## src/rtl/vga_pkg.sv

```systemverilog
// Shared VGA types and default 800x600@60 timing constants (also used by render for WIDTH/HEIGHT).
package vga_pkg;

    localparam int unsigned VGA_H_VISIBLE  = 800;
    localparam int unsigned VGA_H_FRONT    = 40;
    localparam int unsigned VGA_H_SYNC     = 128;
    localparam int unsigned VGA_H_BACK     = 88;
    localparam int unsigned VGA_V_VISIBLE  = 600;
    localparam int unsigned VGA_V_FRONT    = 1;
    localparam int unsigned VGA_V_SYNC     = 4;
    localparam int unsigned VGA_V_BACK     = 23;
    localparam bit          VGA_SYNC_POL   = 1'b1;
    localparam int unsigned VGA_FIFO_DEPTH = 16;

    // One buffered pixel: frame marker plus 1-bit colour channels
    typedef struct packed {
        logic sof;
        logic r;
        logic g;
        logic b;
    } pixel_t;

    typedef enum logic {
        WAIT_SOF = 1'b0,
        RUN      = 1'b1
    } state_t;

    // Counter width able to hold 0..n-1, never narrower than one bit
    function automatic int unsigned cnt_width(input int unsigned n);
        return (n > 1) ? $clog2(n) : 1;
    endfunction

endpackage

```

## src/rtl/pixel_fifo.sv

```systemverilog
// Synchronous pixel FIFO with first-word-fall-through head and registered full/empty flags.
module pixel_fifo
    import vga_pkg::*;
#(
    parameter int unsigned DEPTH = 16
) (
    input  logic   clk,
    input  logic   rst_n,
    input  logic   push,
    input  pixel_t din,
    input  logic   pop,
    output pixel_t head_c,
    output logic   full,
    output logic   empty
);

    localparam int unsigned AW = cnt_width(DEPTH);
    localparam int unsigned CW = AW + 1;

    pixel_t          mem [DEPTH];
    logic [AW-1:0]   wr_ptr;
    logic [AW-1:0]   rd_ptr;
    logic [CW-1:0]   count;
    logic [CW-1:0]   count_nxt;
    logic            do_push;
    logic            do_pop;

    assign do_push = push && !full;
    assign do_pop  = pop && !empty;
    assign head_c  = mem[rd_ptr];

    // Occupancy update; simultaneous push and pop cancel out
    always_comb begin
        count_nxt = count;
        case ({do_push, do_pop})
            2'b10:   count_nxt = count + CW'(1);
            2'b01:   count_nxt = count - CW'(1);
            default: count_nxt = count;
        endcase
    end

    // Storage array; contents need no reset because occupancy gates every read
    always_ff @(posedge clk) begin
        if (do_push) begin
            mem[wr_ptr] <= din;
        end
    end

    // Pointers, occupancy and flags; pointers wrap naturally since DEPTH is a power of two
    always_ff @(posedge clk or negedge rst_n) begin
        if (!rst_n) begin
            wr_ptr <= '0;
            rd_ptr <= '0;
            count  <= '0;
            full   <= 1'b0;
            empty  <= 1'b1;
        end else begin
            if (do_push) begin
                wr_ptr <= wr_ptr + AW'(1);
            end
            if (do_pop) begin
                rd_ptr <= rd_ptr + AW'(1);
            end
            count <= count_nxt;
            full  <= (count_nxt == CW'(DEPTH));
            empty <= (count_nxt == '0);
        end
    end

endmodule

```

## src/rtl/vga_output.sv

```systemverilog
// VGA scan-out: buffers the render pixel stream, generates timing and aligns frames on the sof marker.
// Optional build macro VGA_OUTPUT_TESTPATTERN_EN: colour bars instead of black while unsynchronised.
module vga_output
    import vga_pkg::*;
#(
    parameter int unsigned H_VISIBLE  = VGA_H_VISIBLE,
    parameter int unsigned H_FRONT    = VGA_H_FRONT,
    parameter int unsigned H_SYNC     = VGA_H_SYNC,
    parameter int unsigned H_BACK     = VGA_H_BACK,
    parameter int unsigned V_VISIBLE  = VGA_V_VISIBLE,
    parameter int unsigned V_FRONT    = VGA_V_FRONT,
    parameter int unsigned V_SYNC     = VGA_V_SYNC,
    parameter int unsigned V_BACK     = VGA_V_BACK,
    parameter bit          SYNC_POL   = VGA_SYNC_POL,
    parameter int unsigned FIFO_DEPTH = VGA_FIFO_DEPTH
) (
    input  logic clk,
    input  logic rst_n,
    input  logic in_vld,
    output logic in_rdy,
    input  logic in_sof,
    input  logic in_red,
    input  logic in_green,
    input  logic in_blue,
    output logic vga_hsync,
    output logic vga_vsync,
    output logic vga_red,
    output logic vga_green,
    output logic vga_blue,
    output logic err_underflow,
    output logic err_align
);

    localparam int unsigned H_TOTAL = H_VISIBLE + H_FRONT + H_SYNC + H_BACK;
    localparam int unsigned V_TOTAL = V_VISIBLE + V_FRONT + V_SYNC + V_BACK;
    localparam int unsigned HW      = cnt_width(H_TOTAL);
    localparam int unsigned VW      = cnt_width(V_TOTAL);

    logic [HW-1:0] h_cnt;
    logic [VW-1:0] v_cnt;
    state_t        state;
    state_t        state_nxt;
    pixel_t        head_c;
    pixel_t        din_c;
    logic          fifo_full;
    logic          fifo_empty;
    logic          visible_c;
    logic          origin_c;
    logic          hs_win_c;
    logic          vs_win_c;
    logic          pop_c;
    logic          show_c;
    logic          uf_c;
    logic          al_c;
    logic [2:0]    rgb_c;

    assign din_c  = '{sof: in_sof, r: in_red, g: in_green, b: in_blue};
    assign in_rdy = !fifo_full;

    pixel_fifo #(
        .DEPTH (FIFO_DEPTH)
    ) u_fifo (
        .clk    (clk),
        .rst_n  (rst_n),
        .push   (in_vld),
        .din    (din_c),
        .pop    (pop_c),
        .head_c (head_c),
        .full   (fifo_full),
        .empty  (fifo_empty)
    );

    // Free-running raster position
    always_ff @(posedge clk or negedge rst_n) begin
        if (!rst_n) begin
            h_cnt <= '0;
            v_cnt <= '0;
        end else if (h_cnt == HW'(H_TOTAL - 1)) begin
            h_cnt <= '0;
            v_cnt <= (v_cnt == VW'(V_TOTAL - 1)) ? '0 : v_cnt + VW'(1);
        end else begin
            h_cnt <= h_cnt + HW'(1);
        end
    end

    assign visible_c = (h_cnt < HW'(H_VISIBLE)) && (v_cnt < VW'(V_VISIBLE));
    assign origin_c  = (h_cnt == '0) && (v_cnt == '0);
    assign hs_win_c  = (h_cnt >= HW'(H_VISIBLE + H_FRONT)) &&
                       (h_cnt <  HW'(H_VISIBLE + H_FRONT + H_SYNC));
    assign vs_win_c  = (v_cnt >= VW'(V_VISIBLE + V_FRONT)) &&
                       (v_cnt <  VW'(V_VISIBLE + V_FRONT + V_SYNC));

    // Frame-alignment state register
    always_ff @(posedge clk or negedge rst_n) begin
        if (!rst_n) begin
            state <= WAIT_SOF;
        end else begin
            state <= state_nxt;
        end
    end

    // Pop/display decision and error detection for the current raster position
    always_comb begin
        state_nxt = state;
        pop_c     = 1'b0;
        show_c    = 1'b0;
        uf_c      = 1'b0;
        al_c      = 1'b0;
        case (state)
            WAIT_SOF: begin
                if (!fifo_empty) begin
                    if (!head_c.sof) begin
                        pop_c = 1'b1;
                    end else if (origin_c) begin
                        pop_c     = 1'b1;
                        show_c    = 1'b1;
                        state_nxt = RUN;
                    end
                end
            end
            RUN: begin
                if (visible_c) begin
                    if (fifo_empty) begin
                        uf_c      = 1'b1;
                        state_nxt = WAIT_SOF;
                    end else if (head_c.sof && !origin_c) begin
                        // Leave the early sof entry in place so it starts the next frame
                        al_c      = 1'b1;
                        state_nxt = WAIT_SOF;
                    end else begin
                        pop_c  = 1'b1;
                        show_c = 1'b1;
                    end
                end
            end
        endcase
    end

    // Colour for the current position: displayed pixel, optional bars, or black
    always_comb begin
        rgb_c = 3'b000;
        if (show_c) begin
            rgb_c = {head_c.r, head_c.g, head_c.b};
        end
`ifdef VGA_OUTPUT_TESTPATTERN_EN
        else if (visible_c && (state == WAIT_SOF || uf_c || al_c)) begin
            rgb_c = 3'(32'(h_cnt) >> 4);
        end
`endif
    end

    // Output stage: sync and colour registered together so they stay aligned
    always_ff @(posedge clk or negedge rst_n) begin
        if (!rst_n) begin
            vga_hsync     <= !SYNC_POL;
            vga_vsync     <= !SYNC_POL;
            vga_red       <= 1'b0;
            vga_green     <= 1'b0;
            vga_blue      <= 1'b0;
            err_underflow <= 1'b0;
            err_align     <= 1'b0;
        end else begin
            vga_hsync <= hs_win_c ? SYNC_POL : !SYNC_POL;
            vga_vsync <= vs_win_c ? SYNC_POL : !SYNC_POL;
            {vga_red, vga_green, vga_blue} <= rgb_c;
            if (uf_c) begin
                err_underflow <= 1'b1;
            end
            if (al_c) begin
                err_align <= 1'b1;
            end
        end
    end

endmodule

```

## config.mk

```make
export PLATFORM = sky130hd
export DESIGN_NAME = vga_output
export DESIGN_NICKNAME = d
export VERILOG_FILES = /design/src/rtl/vga_pkg.sv /design/src/rtl/pixel_fifo.sv /design/src/rtl/vga_output.sv
export SDC_FILE = /design/constraint.sdc
export NUM_CORES = 1
export LEC_CHECK = 0
export ABC_AREA = 1
export BUFFER_PORTS_ARGS = -buffer_cell sky130_fd_sc_hd__buf_2
export CAP_MARGIN = 5
export CORE_MARGIN = 2
export CORE_UTILIZATION = 62
export DETAILED_ROUTE_END_ITERATION = 12
export HOLD_SLACK_MARGIN = 0.15
export PLACE_DENSITY = 0.86
export SETUP_SLACK_MARGIN = 0.3
export SYNTH_ARGS = -nofsm -noshare
export SYNTH_HDL_FRONTEND = slang
export SYNTH_SLANG_ARGS = --single-unit
```

## constraint.sdc

```tcl
create_clock -name clk -period 4.1 [get_ports clk]
set_input_delay 0.41 -clock clk [delete_from_list [all_inputs] [get_ports clk]]
set_output_delay 0.41 -clock clk [all_outputs]
set_load 0.02 [all_outputs]
```

==> impl_metrics.yaml <==
floorplanning:
  die_area_sq_um: 9030
  rows: 33
  core_area_sq_um: 8130
  dieWidth_um: 95.0
  start_util: 0.632
  fp.dieH_um: 95.0
  ios: 15
synthesis:
  synth_nets: 552
  yosysSeqAreaShare: 0.589
  syn_avg_cell_area_sq_um: 9.71
  yosys-top-cells-area: "edfxtp_1 (37%), dfrtp_1 (21%), nand2_1 (9.3%)"
  synth_top_cell_by_area: "edfxtp_1"
  synth_cells: 529
  syn_area_sq_um: 5140
  synth_warnings: 0
  ys_ff_latch: 108
  post_synth_num_cell_types: 37
  synth_top_area_share: 0.374
clock_network:
  clk-insertion-delay-late_ns: 0.38
  cts_tree: "done"
  htree_num_levels: 3
  cts_resized: 0
  post-cts-setup-buffers: 0
  path_clk_slew_ns: 0.12
  cts_hold_buf: 0
  cts_made_buffers: 9
  cts_sinks: 108
  cts_root_buf: "clkbuf_8"
  ctsLongestPathBuffers: 2
power:
  switchingPower_uw: 1280
  clkPwrFrac: 0.209
  pwr-share-seq: 0.435
  p_per_area_nw_per_um2: 586
  swShare: 0.400
  peakVddDrop_v: 0.000396
  combPwrFrac: 0.356
  intPower_uw: 1920
  p_leak_uw: 0.00244
route:
  viasPerCell: 5.71
  wl_um: 10100
  vias: 3721
  route.antenna.remaining_nets: 0
  drt_iter0_markers: 345
  post-route-drc-count: 0
  avgRoutedWirePerCell_um: 15.5
  dr.pass1.iters: 5
setup_path:
  reg2reg_to: "u_fifo.full"
  worstPathRequired_ns: 4.40
  worstSetupEndpointType: "register"
  critPathKind: "reg2reg"
  crit_start: "u_fifo.rd_ptr[1]"
  reg2reg_depth: 19
  arrival_ns: 3.55
  reg2reg_slack_ns: 0.85
  reg2reg_from: "u_fifo.rd_ptr[1]"
  critPathCapture: "u_fifo.full"
  cp_max_fo: 15
  start_kind: "register"
grt:
  grtUsageMet1: 0.333
  use_met2: 0.389
  grt_pass1_wl_um: 16500
  busiest_layer: "met2"
  antenna_found_initial: 0
  grtUsageTotal: 0.242
  use_met3: 0.0632
  grt_pass1_vias: 3459
  grt_max_degree: 45
  grt-ovfl-total: 0
timing:
  post-route-period-util: 0.792
  setup-violations-final: 0
  finalClockSkew_ns: 0.0122
  tightest_slew_ns: 0.961
  hold_violations: 0
  relSlewSlack: 0.359
  period_needed_ns: 3.25
  rsz0062_at_grt: "no"
  fin_ws_ns: 0.853
  fmax_mhz: 308
  report.final.slew_viol_count: 0
  fin_tns_setup_ns: 0
finish:
  drive_above_1_share: 0.0914
  antenna_cells: 0
  nets: 565
  post-route-cell-area_sq_um: 5470
  syn_to_final_growth_pct: 6.43
status:
  outcome: "complete, no violations"
place:
  postPlaceCellArea_sq_um: 5250
  hpwl_um: 6950
  routabilityCongestion: 0.954
  port_buffers: 14
  place_ws_ns: 1.01
run:
  maxCapViolations: 0
hold_path:
  holdCritPathClass: "in2async"
cell type report:
cell class                      instances  area (sq um)
Multi-Input combinational cell        351          1800
Clock buffer                            9           124
Timing Repair Buffer                   16          85.1
Fill cell                             585          2670
Inverter                               56           215
Tap cell                              105           131
Clock inverter                          7          93.8
Sequential cell                       108          3020
worst min path at each step:
| stage | start | to | slack (ns) | depth (start not counted) |
|---|---|---|---|---|
| floorplan | rst_n | err_align | 0.11 | 0 |
| global placement | err_align | err_align | 0.45 | 2 |
| detailed placement | err_align | err_align | 0.46 | 2 |
| CTS | rst_n | u_fifo.rd_ptr[0] | 0.20 | 1 |
| global route | rst_n | u_fifo.rd_ptr[0] | 0.25 | 1 |
| finish | rst_n | u_fifo.rd_ptr[1] | 0.17 | 1 |
cells by family (layout without fill, tap and decap cells):
family / Yosys count / in the layout / synth area share
flip-flops: 108 / 108 / 0.589
AO/OA/AOI/OAI: 38 / 38 / 0.0397
buffers and inverters: 70 / 88 / 0.0621
multiplexers: 1 / 1 / 0.00195
adder cells (fa/ha/maj): 16 / 16 / 0.0404
XOR/XNOR: 16 / 16 / 0.0273
AND/OR/NAND/NOR: 280 / 280 / 0.240
critical path: stages (launching register included):
cell and delay (ns):
dfrtp_1 0.51, buf_4 0.27, nand2_1 0.10, inv_1 0.09, nand2_1 0.06, nor2_1 0.13, nor2_1 0.06, nand2_1 0.07
nand2_2 0.09, nand2_4 0.12, nand2_4 0.08, inv_1 0.08, ha_1 0.29, ha_1 0.33, a21oi_1 0.15, nand2_1 0.08
or2_2 0.28, nand3_1 0.08, nand3_1 0.11, a21oi_1 0.17
placed cells by master (no fill, tap or decap), types with 4 or more instances in the layout:
cell,count
a21oi_1,13
buf_2,14
clkbuf_8,9
dfrtp_1,43
edfxtp_1,64
ha_1,15
inv_1,52
nand2_1,127
nand3_1,59
nand4_1,11
nor2_1,61
nor3_1,5
o21ai_0,19
xnor2_1,4
xor2_1,12
flip-flops by register name (all words and copies together), names as in the netlist, 4 cells and up:
name           cells
u_fifo.rd_ptr      4
v_cnt             10
u_fifo.mem        64
h_cnt             11
u_fifo.wr_ptr      4
u_fifo.count       5
cells in the mapped netlist, drive strengths merged:
cell type,count
a21boi,1
fa,1
nor3,7
dfstp,1
mux2i,1
a21oi,13
o21bai,1
o2111ai,1
dfrtp,43
buf,13
nor4,4
nand3,60
nand2,132
edfxtp,64
o31ai,1
xor2,12
or2,3
nand4,11
o211ai,1
xnor2,4
nor2,63
clkbuf,1
inv,56
ha,15
o21ai,20
stage by stage:
stage | power (uW) | util | hold slack (ns) | instances
detailed placement | 2520 | 0.646 | 0.462 | 636
global placement | 2460 | 0.646 | 0.447 | 636
floorplan | 2310 | - | 0.114 | 529
CTS | 3200 | 0.672 | 0.203 | 652
global route | 3410 | 0.672 | 0.248 | 652
finish | 3210 | 0.672 | 0.169 | 652
power by group through the flow:
stage / Clock (uW) / Combinational (uW) / Sequential (uW)
after floorplan: 0 / 938 / 1370
after global placement: 0 / 1050 / 1410
after detailed placement: 0 / 1110 / 1420
after CTS: 678 / 1130 / 1390
after global routing: 728 / 1270 / 1410
final: 671 / 1140 / 1400
layer usage:
layer / vias to the layer above / share of wire
met5: - / 0
met4: 0 / 0.010
met3: 15 / 0.076
met2: 160 / 0.49
met1: 1768 / 0.43
li1: 1778 / -
No activity file was read; power rests on OpenSTA's default activity.
